### src/rtl/jt10_adpcmb_pkg.sv
// rtl/jt10_adpcmb_pkg.sv - shared constants and step-factor table for the ADPCM-B decoder
// Contents: default step clamps, state widths, step-factor table and its lookup.
package jt10_adpcmb_pkg;

  localparam int DEF_MINSTEP = 127;
  localparam int DEF_MAXSTEP = 24576;
  localparam int STEP_W      = 15;  // per-channel step register width
  localparam int NSTEP_W     = 17;  // unclamped next step, wide enough for 153*24576/64
  localparam int FACTOR_W    = 8;

  typedef logic [STEP_W-1:0]  step_t;
  typedef logic [NSTEP_W-1:0] nstep_t;

  // Step multipliers in 1/64 units. Entry 0 serves magnitudes 0..3,
  // entries 1..4 serve magnitudes 4..7.
  localparam logic [FACTOR_W-1:0] STEP_FACTOR [5] = '{8'd57, 8'd77, 8'd102, 8'd128, 8'd153};

  function automatic logic [FACTOR_W-1:0] step_factor(input logic [2:0] mag);
    logic [2:0] idx;
    idx = mag[2] ? ({1'b0, mag[1:0]} + 3'd1) : 3'd0;
    return STEP_FACTOR[idx];
  endfunction

endpackage

### src/rtl/jt10_adpcmb_step.sv
// rtl/jt10_adpcmb_step.sv - step adaptation: factor lookup, scale, clamp
// Ports:
//   step         current channel step (stage II input)
//   mag          nibble magnitude selecting the factor
//   nstep        unclamped next step, (factor*step)>>6 (stage II result)
//   nstep_q      registered unclamped step arriving at stage IV
//   step_clamped nstep_q limited to [MINSTEP, MAXSTEP]
module jt10_adpcmb_step
  import jt10_adpcmb_pkg::*;
#(
  parameter int MINSTEP = DEF_MINSTEP,
  parameter int MAXSTEP = DEF_MAXSTEP
) (
  input  logic [STEP_W-1:0]  step,
  input  logic [2:0]         mag,
  output logic [NSTEP_W-1:0] nstep,
  input  logic [NSTEP_W-1:0] nstep_q,
  output logic [STEP_W-1:0]  step_clamped
);

  assign nstep = NSTEP_W'((23'(step_factor(mag)) * 23'(step)) >> 6);

  always_comb begin
    step_clamped = nstep_q[STEP_W-1:0];
    if (nstep_q < NSTEP_W'(MINSTEP)) begin
      step_clamped = STEP_W'(MINSTEP);
    end else if (nstep_q > NSTEP_W'(MAXSTEP)) begin
      step_clamped = STEP_W'(MAXSTEP);
    end
  end

endmodule

### src/rtl/jt10_adpcmb_mch.sv
// rtl/jt10_adpcmb_mch.sv - time-multiplexed multi-channel ADPCM-B nibble decoder
// Ports:
//   clk, rst_n   clock, asynchronous active-low reset
//   cen          clock enable; pipeline and state frozen when low
//   adv, adv_ch  decode request and its channel
//   data         nibble: bit3 sign, bits2:0 magnitude
//   chon         per-channel enable; a disabled channel is held at x=0, step=MINSTEP
//   ready        combinational: a request on adv_ch would be accepted now
//   pcm, pcm_ch  last decoded sample and its channel
//   pcm_valid    one-cen-cycle strobe for a new pcm/pcm_ch
// Pipeline: I read state, II magnitude/step scale, III sign, IV saturate/clamp,
// writeback on the following cen edge (4 cen cycles from accept to pcm_valid).
module jt10_adpcmb_mch
  import jt10_adpcmb_pkg::*;
#(
  parameter int CHANNELS = 1,
  parameter int XW       = 16,
  parameter int MINSTEP  = DEF_MINSTEP,
  parameter int MAXSTEP  = DEF_MAXSTEP,
  localparam int CHW     = (CHANNELS > 1) ? $clog2(CHANNELS) : 1
) (
  input  logic                 clk,
  input  logic                 rst_n,
  input  logic                 cen,
  input  logic                 adv,
  input  logic [CHW-1:0]       adv_ch,
  input  logic [3:0]           data,
  input  logic [CHANNELS-1:0]  chon,
  output logic                 ready,
  output logic signed [XW-1:0] pcm,
  output logic [CHW-1:0]       pcm_ch,
  output logic                 pcm_valid
);

  localparam int NCH = 1 << CHW;  // state arrays cover every adv_ch code
  localparam int AW  = XW + 2;    // headroom for x + d before saturation
  localparam logic signed [AW-1:0] X_MAX = {3'b000, {(XW-1){1'b1}}};
  localparam logic signed [AW-1:0] X_MIN = {3'b111, {(XW-1){1'b0}}};

  // Channels beyond CHANNELS read as permanently disabled.
  logic [NCH-1:0] chon_pad;
  always_comb begin
    chon_pad = '0;
    chon_pad[CHANNELS-1:0] = chon;
  end

  logic signed [XW-1:0] x_r    [NCH];
  logic [STEP_W-1:0]    step_r [NCH];

  logic                 s1_v, s2_v, s3_v, s4_v;
  logic [CHW-1:0]       s1_ch, s2_ch, s3_ch, s4_ch;
  logic                 s1_sign, s2_sign;
  logic [2:0]           s1_mag;
  logic signed [XW-1:0] s1_x, s2_x, s3_x, s4_x;
  logic [STEP_W-1:0]    s1_step, s4_step;
  logic signed [AW-1:0] s2_d, s3_dn;
  logic [NSTEP_W-1:0]   s2_nstep, s3_nstep;

  logic                 busy;
  logic                 accept;
  logic [15:0]          d16;
  logic signed [AW-1:0] d_scaled;
  logic signed [AW-1:0] sum;
  logic signed [XW-1:0] x_sat;
  logic [NSTEP_W-1:0]   nstep;
  logic [STEP_W-1:0]    step_clamped;
  logic                 wb;

  // A channel already in flight would read stale state, so it is refused.
  always_comb begin
    busy  = (s1_v && (s1_ch == adv_ch)) || (s2_v && (s2_ch == adv_ch)) ||
            (s3_v && (s3_ch == adv_ch)) || (s4_v && (s4_ch == adv_ch));
    ready = (32'(adv_ch) < 32'(CHANNELS)) && chon_pad[adv_ch] && !busy;
  end

  assign accept = cen && adv && ready;

  // Stage II datapath: delta magnitude, widened and scaled to the output width.
  assign d16      = 16'((19'({s1_mag, 1'b1}) * 19'(s1_step)) >> 3);
  assign d_scaled = AW'(d16) << (XW - 16);

  jt10_adpcmb_step #(
    .MINSTEP (MINSTEP),
    .MAXSTEP (MAXSTEP)
  ) u_step (
    .step         (s1_step),
    .mag          (s1_mag),
    .nstep        (nstep),
    .nstep_q      (s3_nstep),
    .step_clamped (step_clamped)
  );

  // Stage IV datapath: accumulate and saturate instead of wrapping.
  assign sum = {{2{s3_x[XW-1]}}, s3_x} + s3_dn;
  always_comb begin
    x_sat = sum[XW-1:0];
    if (sum > X_MAX) begin
      x_sat = X_MAX[XW-1:0];
    end else if (sum < X_MIN) begin
      x_sat = X_MIN[XW-1:0];
    end
  end

  assign wb = s4_v && chon_pad[s4_ch];

  always_ff @(posedge clk or negedge rst_n) begin
    if (!rst_n) begin
      s1_v <= 1'b0; s2_v <= 1'b0; s3_v <= 1'b0; s4_v <= 1'b0;
      s1_ch <= '0; s2_ch <= '0; s3_ch <= '0; s4_ch <= '0;
      s1_sign <= 1'b0; s2_sign <= 1'b0; s1_mag <= '0;
      s1_x <= '0; s2_x <= '0; s3_x <= '0; s4_x <= '0;
      s1_step <= '0; s4_step <= '0;
      s2_d <= '0; s3_dn <= '0;
      s2_nstep <= '0; s3_nstep <= '0;
    end else if (cen) begin
      s1_v <= accept;
      if (accept) begin
        s1_ch   <= adv_ch;
        s1_sign <= data[3];
        s1_mag  <= data[2:0];
        s1_x    <= x_r[adv_ch];
        s1_step <= step_r[adv_ch];
      end
      s2_v     <= s1_v;
      s2_ch    <= s1_ch;
      s2_sign  <= s1_sign;
      s2_x     <= s1_x;
      s2_d     <= d_scaled;
      s2_nstep <= nstep;

      s3_v     <= s2_v;
      s3_ch    <= s2_ch;
      s3_x     <= s2_x;
      s3_dn    <= s2_sign ? -s2_d : s2_d;
      s3_nstep <= s2_nstep;

      s4_v     <= s3_v;
      s4_ch    <= s3_ch;
      s4_x     <= x_sat;
      s4_step  <= step_clamped;
    end
  end

  // Per-channel state. Disabling a channel overrides any pending writeback.
  always_ff @(posedge clk or negedge rst_n) begin
    if (!rst_n) begin
      for (int i = 0; i < NCH; i++) begin
        x_r[i]    <= '0;
        step_r[i] <= STEP_W'(MINSTEP);
      end
    end else if (cen) begin
      for (int i = 0; i < NCH; i++) begin
        if (!chon_pad[i]) begin
          x_r[i]    <= '0;
          step_r[i] <= STEP_W'(MINSTEP);
        end else if (s4_v && (s4_ch == CHW'(i))) begin
          x_r[i]    <= s4_x;
          step_r[i] <= s4_step;
        end
      end
    end
  end

  always_ff @(posedge clk or negedge rst_n) begin
    if (!rst_n) begin
      pcm       <= '0;
      pcm_ch    <= '0;
      pcm_valid <= 1'b0;
    end else if (cen) begin
      pcm_valid <= wb;
      if (wb) begin
        pcm    <= s4_x;
        pcm_ch <= s4_ch;
      end
    end
  end

endmodule

### config.mk
export PLATFORM = sky130hd
export DESIGN_NAME = jt10_adpcmb_mch
export DESIGN_NICKNAME = d
export VERILOG_FILES = /design/src/rtl/jt10_adpcmb_pkg.sv /design/src/rtl/jt10_adpcmb_step.sv /design/src/rtl/jt10_adpcmb_mch.sv
export SDC_FILE = /design/constraint.sdc
export NUM_CORES = 1
export LEC_CHECK = 0
export CORE_ASPECT_RATIO = 1.75
export CORE_MARGIN = 2
export CORE_UTILIZATION = 58
export CTS_BUF_LIST = sky130_fd_sc_hd__clkbuf_16
export DETAILED_ROUTE_END_ITERATION = 8
export HOLD_SLACK_MARGIN = 0.12
export PLACE_DENSITY_LB_ADDON = 0.3
export SKIP_LAST_GASP = 1
export SLEW_MARGIN = 20
export SYNTH_ARGS = -nofsm -noshare
export SYNTH_HDL_FRONTEND = slang
export SYNTH_SLANG_ARGS = --single-unit
### constraint.sdc
create_clock -name clk -period 5.65 [get_ports clk]
set_input_delay 1.4125 -clock clk [delete_from_list [all_inputs] [get_ports clk]]
set_output_delay 1.4125 -clock clk [all_outputs]
set_load 0.05 [all_outputs]
Yosys cells after proc, flatten, opt, wreduce, memory -nomap -nowiden

Memory sizes are Yosys's and may differ from the RTL's.
Cells that the tools add are included.

Register bits: 224
ROM bits: 64
Bits of input ports: 10
Output and inout port bits: 19
Word-level logic and storage cells: 88
Memories: 1

$add $sub $neg: 3
$mul: 2
$lt $le $gt $ge: 9
Equality and inequality tests: 5
Mux-type cells: 22
Bitwise gates (word level): 3
Reduce and logical (&&, ||, !) cells: 17

Memory list:

| name             | depth | width | read ports | clocked after memory_dff | wr ports | line                  | text |
|---|---|---|---|---|---|---|---|
| (name not given) | 8     | 8     | 1          | 0                        | 0        | jt10_adpcmb_pkg.sv:21 | `return STEP_FACTOR[idx];` |

Operators by type and width:

| operator                                                 | number |
|---|---|
| 2-to-1 mux 16 bit                                        | 7 |
| 2-to-1 mux 15 bit                                        | 7 |
| multiplier 8 x 15 -> 23 bit                              | 1 |
| multiplier 4 x 15 -> 19 bit                              | 1 |
| adder 18 bit                                             | 1 |
| > comparator 18 x 16 -> 1 bit, second input constant     | 1 |
| < comparator 18 x 16 -> 1 bit, second input constant     | 1 |
| 2-to-1 mux 18 bit                                        | 1 |
| negator 16 -> 18 bit                                     | 1 |
| > comparator 17 x 15 -> 1 bit, second input constant     | 1 |
| < comparator 17 x 7 -> 1 bit, second input constant      | 1 |
| 2-to-1 mux 8 bit                                         | 2 |
| logical AND 1 bit                                        | 10 |
| AND reduction 2 bit                                      | 3 |
| equality test 1 bit                                      | 4 |
| greater-or-equal comparator 4 bit, second input constant | 1 |
| < comparator 1 x 2 -> 1 bit, second input constant       | 2 |
| 2-to-1 mux 1 bit                                         | 4 |
| inverter 3 -> 4 bit                                      | 1 |
| adder 2 x 1 -> 3 bit, second input constant              | 1 |
| logical OR 1 bit                                         | 3 |
| 2-to-1 mux 3 bit                                         | 1 |
| greater-or-equal comparator 2 bit, second input constant | 1 |
| inequality test 2 x 1 -> 1 bit, second input constant    | 1 |
| other kinds (4)                                          | 4 |

Logic depth before layout (Yosys ltp)

Word-level depth: 9
Gate-level depth with buffers: 24
Mapped depth without buffers: 22

By module

Synthesis repeated with hierarchy kept, for this count alone.

Cell total of the unflattened synthesis: 1,539
Area total of the unflattened synthesis: 15,427.3 sq um

By module, submodules not included:

| module           | instances | cells an instance | area each (sq um) | sequential area each (sq um) |
|---|---|---|---|---|
| jt10_adpcmb_mch  | 1         | 1,061             | 11,444.7          | 5,614.1 |
| jt10_adpcmb_step | 1         | 478               | 3,982.6           | 0.0 |

Worst setup path after synthesis

Ideal clock, no wire load.

Path kind: reg-to-reg
Start: register s1_mag[2]
End: register s2_nstep[16]
Setup time: 137 ps
Arrival: 5,856 ps
Required time: 5,513 ps
Setup slack: -343 ps
Stages on the path, launching flop included: 23
Buffers on the path: 3
Clock period less this slack: 5,993 ps
Cell sequence: dfrtp_1 clkbuf_1 clkbuf_1 nand2_1 ha_1 a21boi_1 clkbuf_1 and2_1 fa_1 fa_1 fa_1 inv_1 fa_1 inv_1 ha_1 a21o_1 a21o_1 and2_1 a311oi_2 o311ai_1 a21oi_1 xnor2_1 a21oi_1

Word-level cells in the longest chain between the ends: 6

RTL lines:

| element                                              | line                   | text |
|---|---|---|
| from (decl)                                          | jt10_adpcmb_mch.sv:53  | `logic [2:0] s1_mag;` |
| from (signal assigned)                               | jt10_adpcmb_mch.sv:120 | `s1_mag <= data[2:0];` |
| 2-to-1 mux 3 bit                                     | jt10_adpcmb_pkg.sv:20  | `idx = mag[2] ? ({1'b0, mag[1:0]} + 3'd1) : 3'd0;` |
| inverter 3 -> 4 bit (implied by the code)            | jt10_adpcmb_pkg.sv:21  |  |
| memory read (8 x 8 bit)                              | --                     |  |
| 2-to-1 mux 8 bit (implied by the code) (2 in series) | jt10_adpcmb_pkg.sv:21  |  |
| multiplier 8 x 15 -> 23 bit                          | jt10_adpcmb_step.sv:21 | `assign nstep = NSTEP_W'((23'(step_factor(mag)) * 23'(step)) >> 6);` |
| to (signal assigned)                                 | jt10_adpcmb_mch.sv:129 | `s2_nstep <= nstep;` |
| to (decl)                                            | jt10_adpcmb_mch.sv:57  | `logic [NSTEP_W-1:0] s2_nstep, s3_nstep;` |

Every way passes these cells. The select of a mux whose other input is x is not followed.
A chain may end at the register's enable or synchronous reset.

Worst setup path in the final report

Start: register s1_mag[0]
End: register s2_nstep[12]

Word-level cells in the longest chain between the ends: 7

RTL lines:

| element                                              | line |
|---|---|
| adder 2 x 1 -> 3 bit                                 | jt10_adpcmb_pkg.sv:20 |
| 2-to-1 mux 3 bit                                     | jt10_adpcmb_pkg.sv:20 |
| inverter 3 -> 4 bit (implied by the code)            | jt10_adpcmb_pkg.sv:21 |
| memory read (8 x 8 bit)                              | -- |
| 2-to-1 mux 8 bit (implied by the code) (2 in series) | jt10_adpcmb_pkg.sv:21 |
| multiplier 8 x 15 -> 23 bit                          | jt10_adpcmb_step.sv:21 |

Every way passes these cells. The select of a mux whose other input is x is not followed.

==> insert_results.sql <==
INSERT INTO impl_metrics (metric_group, metric, value, unit) VALUES
('global_routing', 'global_route_overflow', '0', ''),
('cts', 'htree_num_levels', '1', ''),
('worst_setup_path', 'timing.critical_path.required', '6.05', 'ns'),
('sta', 'slew_viol_final', '0', ''),
('synth', 'synth_flop_cell', 'sky130_fd_sc_hd__dfrtp_1', ''),
('sta', 'min_period', '5.593', 'ns'),
('floorplanning', 'starting_density_of_the_core', '0.5923', ''),
('synth', 'postSynthCellCount', '1511', ''),
('synth', 'synth_compound_area_frac', '0.1197', ''),
('worst_setup_path', 'timing.critical_path.slowest_cell_delay', '0.53', 'ns'),
('run', 'max_cap_viol_count', '0', ''),
('sta', 'slew-limit-headroom', '0.2907', ''),
('synth', 'synthesized_area_per_cell', '9.933', 'um^2'),
('global_routing', 'overall_global_routing_resource_usage', '0.2631', ''),
('worst_setup_path', 'r2r-start', 's1_mag[0]$_DFFE_PN0P_', ''),
('sta', 'finalWorstSetupSlack', '0.05652', 'ns'),
('global_routing', 'largest_net_degree_at_the_start_of_global_routing', '129', ''),
('synth', 'synthMuxAreaShare', '0.05844', ''),
('finish', 'antenna_cells', '0', ''),
('drt', 'route.detailed.wl_per_inst', '18.82', 'um'),
('synth', 'synthAdderAreaFrac', '0.2043', ''),
('worst_setup_path', 'path_cells', 'ha_4, nand2_4, ha_4, a21boi_4, buf_6, buf_6, and2_4, fa_1, fa_2, fa_1, inv_2, fa_1, inv_2, ha_4, a21oi_2, o21a_1, o311ai_4, buf_6, a31o_4, o21a_1, nor2_1, xnor2_1, mux2_2', ''),
('synth', 'seq_area_frac_synth', '0.3741', ''),
('sta', 'setup_total_negative_slack', '0', 'ns'),
('sta', 'final-setup-viol-count', '0', ''),
('worst_setup_path', 'critPathBufInv', '5', ''),
('synth', 'mapped_cell_area', '0.01501', 'mm^2'),
('worst_setup_path', 'rrSetupSlack', '0.06', 'ns'),
('floorplanning', 'core.rowCount', '77', ''),
('global_routing', 'antenna_found_initial', '0', ''),
('sta', 'achievable-frequency', '178.8', 'MHz'),
('sta', 'skew', '0.02296', 'ns'),
('worst_setup_path', 'crit_path_start_kind', 'flop', ''),
('synth', 'yosys.cell_count.top_type', 'sky130_fd_sc_hd__dfrtp_1', ''),
('worst_setup_path', 'launch_point_of_the_critical_path', 's1_mag[0]$_DFFE_PN0P_', ''),
('status', 'outcome', 'completed', ''),
('finish', 'drive_above_1_share', '0.1622', ''),
('cts', 'clock_insertion_delay_worst_skew', '0.52', 'ns'),
('place', 'post-place-ws', '-0.06094', 'ns'),
('drt', 'totalWireLength', '35.31', 'mm'),
('sta', 'post-route-period-util', '0.9900', ''),
('synth', 'yosysUniqueCellTypes', '75', ''),
('drt', 'drtPass1Iterations', '5', ''),
('floorplanning', 'core', '0.02534', 'mm^2'),
('synth', 'synth_top_cell_by_area', 'sky130_fd_sc_hd__dfrtp_1', ''),
('worst_setup_path', 'critical_path.max_fanout', '4', ''),
('worst_setup_path', 'setup.worst_path.end_class', 'flop', ''),
('place', 'dp.final_hpwl', '26.14', 'mm'),
('cts', 'cts_buffers', '22', ''),
('floorplanning', 'fp.dieArea', '0.02723', 'mm^2'),
('synth', 'synthDominantCellAreaShare', '0.3618', ''),
('cts', 'count_of_hold_buffers_inserted_by_post_cts_repair', '0', ''),
('finish', 'stdcell_count', '1876', ''),
('synth', 'post_synth_xor_area_fraction', '0.03260', ''),
('drt', 'detailed_route_iter0_violations', '497', ''),
('cts', 'clock_sinks', '224', ''),
('sta', 'worst_tran_pin_value', '1.061', 'ns'),
('worst_setup_path', 'cp_data_arrival_time', '5.99', 'ns'),
('synth', 'synth_async_sr_flop_share', '1.000', ''),
('cts', 'tritoncts', 'yes', ''),
('worst_setup_path', 'crit_slowest_cell', 'sky130_fd_sc_hd__fa_1', ''),
('cts', 'root_buffer', 'sky130_fd_sc_hd__clkbuf_16', ''),
('cts', 'clkSlewWorstSetupHoldPaths', '0.06', 'ns'),
('drt', 'via_count', '10925', ''),
('min_path', 'timing.hold.worst.class', 'flop to flop', ''),
('drt', 'route.antenna.remaining_nets', '0', ''),
('synth', 'post_synth_main_area_contributors', 'sky130_fd_sc_hd__dfrtp_1 36%, sky130_fd_sc_hd__fa_1 13%, sky130_fd_sc_hd__ha_1 7.1%, sky130_fd_sc_hd__mux2_2 5.8%, sky130_fd_sc_hd__nand2_1 5.0%', ''),
('floorplanning', 'die_y_extent', '216.8', 'um'),
('synth', 'number_of_synthesized_flops_with_an_enable_pin', '0', ''),
('min_path', 'min_from', 'pcm[14]$_DFFE_PN0P_', ''),
('worst_setup_path', 'family_with_the_most_delay_on_the_worst_path', 'adder cells', '');
-- worst reg2reg max path, stage by stage, from the launching register on --
cell                       delay, ns
sky130_fd_sc_hd__dfrtp_1        0.42
sky130_fd_sc_hd__ha_4           0.30
sky130_fd_sc_hd__nand2_4        0.06
sky130_fd_sc_hd__ha_4           0.27
sky130_fd_sc_hd__a21boi_4       0.25
sky130_fd_sc_hd__buf_6          0.14
sky130_fd_sc_hd__buf_6          0.08
sky130_fd_sc_hd__and2_4         0.15
sky130_fd_sc_hd__fa_1           0.46
sky130_fd_sc_hd__fa_2           0.46
sky130_fd_sc_hd__fa_1           0.51
sky130_fd_sc_hd__inv_2          0.04
sky130_fd_sc_hd__fa_1           0.53
sky130_fd_sc_hd__inv_2          0.05
sky130_fd_sc_hd__ha_4           0.22
sky130_fd_sc_hd__a21oi_2        0.15
sky130_fd_sc_hd__o21a_1         0.20
sky130_fd_sc_hd__o311ai_4       0.16
sky130_fd_sc_hd__buf_6          0.15
sky130_fd_sc_hd__a31o_4         0.22
sky130_fd_sc_hd__o21a_1         0.19
sky130_fd_sc_hd__nor2_1         0.13
sky130_fd_sc_hd__xnor2_1        0.08
sky130_fd_sc_hd__mux2_2         0.27
-- layout make-up --
class,count,area [um^2]
clock buffer,22,550.5
clock inverter,15,81.33
fill,1985,8544
inverter,165,619.3
multi-input combinational,1044,8728
sequential,224,5614
tap,316,395.4
timing repair buffer,90,804.5
-- what timing repair did --
action / in CTS / in global routing
pin swaps: 2 / 45
endpoints found under the hold margin: 0 / 0
gates resized for setup: 9 / 57
setup buffers: 1 / 8
setup endpoints to repair: 5 / 8
cloned: 1 / 0
-- layout by cell type, fill, tap and decap left out, drive strengths merged, types with 16 or more instances in the layout --
master	n
xnor2	30
fa	100
clkdlybuf4s50	25
and2	53
mux2	77
clkbuf	22
nand2b	28
o21ai	68
nor3	28
nor4	16
xor2	25
nand2	199
dfrtp	217
a22o	23
nor2	80
ha	85
nor2b	16
buf	65
a21oi	64
inv	171
-- kinds of logic after synthesis --
group / Yosys count
multiplexers: 78
flip-flops: 224
adder cells (fa/ha/maj): 185
AND/OR/NAND/NOR: 467
buffers and inverters: 244
XOR/XNOR: 55
AO/OA/AOI/OAI: 258
-- path summary, 6_finish.rpt --
| check | to | cells after the start |
|---|---|---|
| min in group asynchronous | s3_dn[14]$_DFFE_PN0P_ | 1 |
| worst min-delay path | pcm[14]$_DFFE_PN0P_ | 2 |
| max in group asynchronous | x_r[18]$_DFFE_PN0P_ | 2 |
| worst max-delay path | s2_nstep[12]$_DFFE_PN0P_ | 23 |
| worst max register to register | s2_nstep[12]$_DFFE_PN0P_ | 23 |
| worst min register to register | pcm[14]$_DFFE_PN0P_ | 2 |
-- through the flow --
stage	utilization	cell area [um^2]
floorplan	-	15020
global placement	0.6234	15800
detailed placement	0.6234	15800
CTS	0.6507	16490
global route	0.6628	16790
finish	0.6628	16790
-- flip-flops by register name (all words and copies together) (netlist names), 3 cells and up --
name,flops
s3_dn,18
s2_nstep,17
s3_nstep,17
pcm,16
s1_x,16
s2_d,16
s2_x,16
s3_x,16
s4_x,16
x_r,16
s1_step,15
s4_step,15
step_r,15
s1_mag,3
-- routing by layer --
| layer | up-vias | global-route usage | share of wire |
|---|---|---|---|
| li1 | 5112 | - | - |
| met3 | 119 | 0.02458 | 0.027 |
| met1 | 5456 | 0.2647 | 0.34 |
| met4 | 0 | 0.1437 | 0.067 |
| met5 | - | 0 | 0 |
| met2 | 238 | 0.5202 | 0.56 |
Power is not shown: default switching activity piles up to over one toggle a cycle in this logic, so the estimate is an artifact.
